### src/rtl/uart_clk_pkg.sv
// Shared constants and helpers for the UART baud generator.
// Baud table assumes a 12 MHz hwclk and 16x oversampling.
package uart_clk_pkg;

  localparam int unsigned DEF_PERIOD_RST = 5;
  localparam int unsigned DEF_OVERSAMPLE = 16;

  typedef enum logic [0:0] {
    BAUD_9600,
    BAUD_115200
  } baud_e;

  localparam logic [31:0] PERIOD_9600   = 32'd77;
  localparam logic [31:0] PERIOD_115200 = 32'd5;

  function automatic int ph_w(int os);
    return (os <= 2) ? 1 : $clog2(os);
  endfunction

  function automatic logic [31:0] baud_period(baud_e b);
    logic [31:0] p;
    p = PERIOD_115200;
    unique case (1'b1)
      (b == BAUD_9600):   p = PERIOD_9600;
      (b == BAUD_115200): p = PERIOD_115200;
      default:            p = PERIOD_115200;
    endcase
    return p;
  endfunction

endpackage

### src/rtl/uart_baud_gen_if.sv
// Control and strobe bundle between a UART and its baud generator.
// master drives the controls, slave is the generator.
interface uart_baud_gen_if #(
  parameter int CNT_W      = 32,
  parameter int OVERSAMPLE = 16
);

  localparam int PH_W = uart_clk_pkg::ph_w(OVERSAMPLE);

  logic             enable;
  logic             restart;
  logic [CNT_W-1:0] period;
  logic             period_we;
  logic             os_tick;
  logic             baud_tick;
  logic [PH_W-1:0]  phase;
  logic             clk_out;
  logic             load_pending;

  modport master (
    output enable,
    output restart,
    output period,
    output period_we,
    input  os_tick,
    input  baud_tick,
    input  phase,
    input  clk_out,
    input  load_pending
  );

  modport slave (
    input  enable,
    input  restart,
    input  period,
    input  period_we,
    output os_tick,
    output baud_tick,
    output phase,
    output clk_out,
    output load_pending
  );

endinterface

### src/rtl/uart_tick_div.sv
// Programmable divider: one-cycle tick every period_act+1 enabled
// cycles, with a shadow register so reloads land only on a wrap.
module uart_tick_div #(
  parameter int               CNT_W      = 32,
  parameter logic [CNT_W-1:0] PERIOD_RST = CNT_W'(5)
) (
  input  logic             clk,
  input  logic             reset,
  input  logic             enable,
  input  logic             restart,
  input  logic [CNT_W-1:0] period,
  input  logic             period_we,
  output logic             tick,
  output logic             wrap,
  output logic             load_pending
);

  logic [CNT_W-1:0] cntr;
  logic [CNT_W-1:0] period_act;
  logic [CNT_W-1:0] period_shadow;

  assign wrap = enable && (cntr == period_act);

  always_ff @(posedge clk) begin
    if (!reset) begin
      cntr          <= '0;
      tick          <= 1'b0;
      load_pending  <= 1'b0;
      period_act    <= PERIOD_RST;
      period_shadow <= PERIOD_RST;
    end else if (restart) begin
      cntr         <= '0;
      tick         <= 1'b0;
      load_pending <= 1'b0;
      if (period_we) begin
        period_act    <= period;
        period_shadow <= period;
      end else if (load_pending) begin
        period_act <= period_shadow;
      end
    end else begin
      tick <= wrap;
      if (wrap) begin
        cntr <= '0;
      end else if (enable) begin
        cntr <= cntr + CNT_W'(1);
      end
      // A write landing on the wrap itself bypasses the shadow stage.
      if (period_we) begin
        period_shadow <= period;
        if (wrap) begin
          period_act   <= period;
          load_pending <= 1'b0;
        end else begin
          load_pending <= 1'b1;
        end
      end else if (wrap && load_pending) begin
        period_act   <= period_shadow;
        load_pending <= 1'b0;
      end
    end
  end

endmodule

### src/rtl/uart_baud_gen.sv
// UART baud generator: oversample strobe, phase index, baud strobe
// and a registered square wave derived from one programmable divider.
module uart_baud_gen
  import uart_clk_pkg::*;
#(
  parameter int               CNT_W      = 32,
  parameter int               OVERSAMPLE = 16,
  parameter logic [CNT_W-1:0] PERIOD_RST = CNT_W'(DEF_PERIOD_RST)
) (
  input  logic         hwclk,
  input  logic         reset,
  uart_baud_gen_if.slave bus
);

  localparam int PH_W = ph_w(OVERSAMPLE);
  localparam logic [PH_W-1:0] PH_LAST = PH_W'(OVERSAMPLE - 1);
  localparam logic [PH_W-1:0] PH_HALF = PH_W'(OVERSAMPLE / 2);

  logic            wrap;
  logic            os_tick;
  logic            load_pending;
  logic            baud_tick;
  logic            clk_out;
  logic [PH_W-1:0] phase;
  logic [PH_W-1:0] phase_nxt;

  uart_tick_div #(
    .CNT_W      (CNT_W),
    .PERIOD_RST (PERIOD_RST)
  ) u_os_div (
    .clk          (hwclk),
    .reset        (reset),
    .enable       (bus.enable),
    .restart      (bus.restart),
    .period       (bus.period),
    .period_we    (bus.period_we),
    .tick         (os_tick),
    .wrap         (wrap),
    .load_pending (load_pending)
  );

  assign phase_nxt = (phase == PH_LAST) ? '0 : phase + PH_W'(1);

  always_ff @(posedge hwclk) begin
    if (!reset) begin
      phase     <= '0;
      baud_tick <= 1'b0;
      clk_out   <= 1'b0;
    end else if (bus.restart) begin
      phase     <= '0;
      baud_tick <= 1'b0;
      clk_out   <= 1'b0;
    end else if (wrap) begin
      phase     <= phase_nxt;
      baud_tick <= (phase == PH_LAST);
      clk_out   <= (phase_nxt >= PH_HALF);
    end else begin
      baud_tick <= 1'b0;
    end
  end

  assign bus.os_tick      = os_tick;
  assign bus.baud_tick    = baud_tick;
  assign bus.phase        = phase;
  assign bus.clk_out      = clk_out;
  assign bus.load_pending = load_pending;

endmodule

### src/flat_wrapper.sv
// flat-port wrapper written by rule: the top's interface ports become plain ports
module uart_baud_gen_flat import uart_clk_pkg::*;
#(
  parameter int               CNT_W      = 32,
  parameter int               OVERSAMPLE = 16,
  parameter logic [CNT_W-1:0] PERIOD_RST = CNT_W'(DEF_PERIOD_RST)
)
  (hwclk, reset, bus_enable, bus_restart, bus_period, bus_period_we, bus_os_tick, bus_baud_tick, bus_phase, bus_clk_out, bus_load_pending);
  uart_baud_gen_if #(.CNT_W(CNT_W), .OVERSAMPLE(OVERSAMPLE)) bus_i ();
  input  logic hwclk;
  input  logic reset;
  input wire logic [$bits(bus_i.enable)-1:0] bus_enable;
  input wire logic [$bits(bus_i.restart)-1:0] bus_restart;
  input wire logic [$bits(bus_i.period)-1:0] bus_period;
  input wire logic [$bits(bus_i.period_we)-1:0] bus_period_we;
  output wire logic [$bits(bus_i.os_tick)-1:0] bus_os_tick;
  output wire logic [$bits(bus_i.baud_tick)-1:0] bus_baud_tick;
  output wire logic [$bits(bus_i.phase)-1:0] bus_phase;
  output wire logic [$bits(bus_i.clk_out)-1:0] bus_clk_out;
  output wire logic [$bits(bus_i.load_pending)-1:0] bus_load_pending;
  assign bus_i.enable = bus_enable;
  assign bus_i.restart = bus_restart;
  assign bus_i.period = bus_period;
  assign bus_i.period_we = bus_period_we;
  assign bus_os_tick = bus_i.os_tick;
  assign bus_baud_tick = bus_i.baud_tick;
  assign bus_phase = bus_i.phase;
  assign bus_clk_out = bus_i.clk_out;
  assign bus_load_pending = bus_i.load_pending;
  uart_baud_gen #(.CNT_W(CNT_W), .OVERSAMPLE(OVERSAMPLE), .PERIOD_RST(PERIOD_RST)) u_core (.hwclk(hwclk), .reset(reset), .bus(bus_i));
endmodule
### config.mk
export PLATFORM = sky130hd
export DESIGN_NAME = uart_baud_gen_flat
export DESIGN_NICKNAME = d
export VERILOG_FILES = /design/src/rtl/uart_clk_pkg.sv /design/src/rtl/uart_baud_gen_if.sv /design/src/rtl/uart_tick_div.sv /design/src/rtl/uart_baud_gen.sv /design/src/flat_wrapper.sv
export SDC_FILE = /design/constraint.sdc
export NUM_CORES = 1
export LEC_CHECK = 0
export BUFFER_PORTS_ARGS = -buffer_cell sky130_fd_sc_hd__buf_4
export CAP_MARGIN = 20
export CELL_PAD_IN_SITES_DETAIL_PLACEMENT = 1
export CELL_PAD_IN_SITES_GLOBAL_PLACEMENT = 1
export CORE_MARGIN = 2
export CORE_UTILIZATION = 25
export DETAILED_ROUTE_END_ITERATION = 6
export GPL_TIMING_DRIVEN = 0
export PLACE_DENSITY_LB_ADDON = 0.1
export SYNTH_ARGS = -nofsm -noshare
export SYNTH_HDL_FRONTEND = slang
export SYNTH_SLANG_ARGS = --single-unit
### constraint.sdc
create_clock -name hwclk -period 3.4 [get_ports hwclk]
set_input_delay 0.51 -clock hwclk [delete_from_list [all_inputs] [get_ports hwclk]]
set_output_delay 0.51 -clock hwclk [all_outputs]
set_load 0.005 [all_outputs]
==> metrics.yaml <==
synthesis:
  async_reset_ff_frac: 0
  synth-warning-count: 0
  synth-main-ff-cell: "dfxtp_1"
  synth_area_per_cell_um2: 9.38
  synthDistinctLibCells: 36
  syn-cell-area_mm2: 0.00433
  seq_area_frac_synth: 0.477
  synth-edff-count: 0
  synth-seq-cells: 103
  synthesis.nets: 500
  syn-instance-count: 461
critical_path:
  cp.depth: 7
  cpPeakStageDelay_ps: 680
  crit_buf_inv: 2
  r2r_slack_ps: 700
  critical_path.endpoint_type: "flip-flop"
  crit_chain: "inv_1 > a2111oi_0 > nand3_1 > nor4_4 > o22ai_1 > buf_2 > o2bb2ai_1"
  crit_slowest_cell: "a2111oi_0"
  crit_required_ps: 3670
  critPathArrivalTime_ps: 2970
  path_class: "reg -> reg"
  critPathTopFamily: "compound AO/OA/AOI/OAI gates"
  path_max_fanout: 10
  startpoint_type: "flip-flop"
  r2r_cells: 7
sta:
  slew_viol_final: 0
  setup_violations: 0
  rsz0062_at_grt: "false"
  fmax_ghz: 0.370
  relSlewSlack: 0.487
  clock_skew_ps: 12.8
  post-route-period-util: 0.795
  fin_hold_ws_ps: 425
  tightestPinTransition_ps: 750
  finalHoldViolCount: 0
  tns_ps: 0
  min_period_ps: 2700
outcome:
  status: "finished clean"
pwr:
  power.density_mw_per_mm2: 486
  peakVddDrop_mv: 0.246
  p_leak_nw: 2.15
clock_tree:
  ctsResizeCount: 0
  cts_buffers: 9
  cts_buffer_depth: 2
  cts_root_buffer: "clkbuf_16"
  cts.hold.buffers_added: 0
  h-tree-depth: 3
  cts_tree: "done"
  cts.sinks: 103
  postCtsSetupRepairBufs: 0
  worstSkewPairLatency_ps: 350
  clkTransAtPathRegs_ps: 70
layout:
  drive_above_1_share: 0.191
  fin_util: 0.304
  fin_cells: 742
  n_antenna_cell: 0
  area_growth_pct: 20.5
  final_cell_mix: "dfxtp_1, nor2_1, nand2_1, inv_1, buf_4"
  mostFrequentLayoutCell: "dfxtp_1"
  nNetsFinal: 552
  final_area_mm2: 0.00521
  n_fill_cell: 1990
routing:
  drc: 0
  postRouteAntennaNets: 0
  drtPass1Iterations: 4
  drt-wirelength-per-cell_um: 15.3
  wirelength_um: 11400
  dr_total_vias: 3215
  dr.first_iter.drc_count: 83
  viasPerCell: 4.33
floorplan:
  die_h_um: 136
  die_area_mm2: 0.0184
  num_rows: 48
  pin_count: 45
  core_mm2: 0.0171
  start_util: 0.253
  die_w_um: 136
worst_hold_path:
  min_path_cells: 3
  min_path_type: "in -> reg"
run:
  maxCapViolations: 0
placed_design:
  place.gp.congestion: 0.736
  dp_hpwl_um: 8920
  port_buffers: 41
  dp.cells: 727
  placed_area_mm2: 0.00491
grt:
  antenna_found_initial: 0
  grt_pass1_wl_um: 18400
  grt_max_degree: 17
  track_usage: 0.134
  first_global_vias: 3415
  overflow: 0
==> flip-flops by register name, indices dropped and copies added (netlist names) <==
register	flops
u_core.bus.baud_tick	1
u_core.bus.phase	4
u_core.u_os_div.cntr	32
u_core.u_os_div.load_pending	1
u_core.u_os_div.period_act	32
u_core.u_os_div.period_shadow	32
u_core.u_os_div.tick	1
==> final timing paths <==
| path | start | to |
|---|---|---|
| max reg2reg | u_core.u_os_div.cntr[13]$_SDFFE_PP0P_ | u_core.u_os_div.period_act[26]$_SDFFE_PN0P_ |
| min reg2reg | u_core.u_os_div.period_act[27]$_SDFFE_PN0P_ | u_core.u_os_div.period_act[27]$_SDFFE_PN0P_ |
| min | bus_period[2] | u_core.u_os_div.period_shadow[2]$_SDFFE_PN1P_ |
| max | u_core.u_os_div.cntr[13]$_SDFFE_PP0P_ | u_core.u_os_div.period_act[26]$_SDFFE_PN0P_ |
==> final cells by class <==
| type | instances | area (um^2) | share of cell area |
|---|---|---|---|
| repair buffers | 41 | 308 | 0.0591 |
| inverters | 46 | 173 | 0.0331 |
| clock inverters | 4 | 53.8 | 0.0103 |
| well taps | 225 | 282 | 0.0540 |
| clock buffers | 11 | 243 | 0.0466 |
| multi-input cells | 291 | 1990 | 0.382 |
| plain buffers | 21 | 103 | 0.0197 |
| flip-flops and latches | 103 | 2060 | 0.396 |
==> worst min-delay path: stages <==
cell	delay (ps)
buf_4	80
mux2i_1	60
nand2_1	90
==> metrics by stage <==
| stage | setup WS (ps) | total power [mW] |
|---|---|---|
| finish | 699 | 2.53 |
| CTS | 662 | 2.58 |
| global route | 469 | 2.65 |
| detailed placement | 613 | 1.52 |
| global placement | 612 | 1.51 |
| floorplan | 1030 | 1.43 |
==> layer usage <==
metal | GRT usage | vias to the layer above | routed length (um)
li1 | - | 1645 | -
met1 | 0.178 | 1527 | 5640
met2 | 0.214 | 34 | 5210
met3 | 0.0322 | 9 | 364
met4 | 0.0434 | 0 | 138
met5 | 0 | - | 0
==> cells in the mapped netlist (3+ instances only) <==
| cell | count | share of area |
|---|---|---|
| a21oi_1 | 4 | 0.0046 |
| and3_1 | 4 | 0.0058 |
| buf_2 | 7 | 0.0081 |
| buf_4 | 4 | 0.0069 |
| clkbuf_1 | 9 | 0.0078 |
| dfxtp_1 | 103 | 0.48 |
| inv_1 | 46 | 0.040 |
| mux2_2 | 30 | 0.078 |
| mux2i_1 | 5 | 0.012 |
| nand2_1 | 47 | 0.041 |
| nand2b_1 | 6 | 0.0087 |
| nand3_1 | 13 | 0.015 |
| nand4_1 | 13 | 0.019 |
| nor2_1 | 49 | 0.043 |
| nor2b_1 | 4 | 0.0058 |
| nor3_1 | 5 | 0.0058 |
| nor4_1 | 5 | 0.0072 |
| o21ai_0 | 3 | 0.0035 |
| o22ai_1 | 3 | 0.0043 |
| o2bb2ai_1 | 30 | 0.061 |
| xnor2_1 | 29 | 0.059 |
| xor2_1 | 23 | 0.047 |
==> power breakdown <==
group	internal [mW]	switching, mW	leakage (nW)	total [mW]
logic	0.0991	0.107	1.17	0.206
registers	1.25	0.0248	0.840	1.28
clock network	0.590	0.462	0.138	1.05
==> cell families (layout without fill, tap and decap cells) <==
family	Yosys count	count (layout)	share of synthesized area
buf+inv	67	123	0.0636
mux	35	35	0.0897
compound gates	48	48	0.0894
fa+ha+maj	2	2	0.00578
xor+xnor	52	52	0.105
simple gates	154	154	0.170
flops	103	103	0.477
No activity file was read; power rests on OpenSTA's default activity.
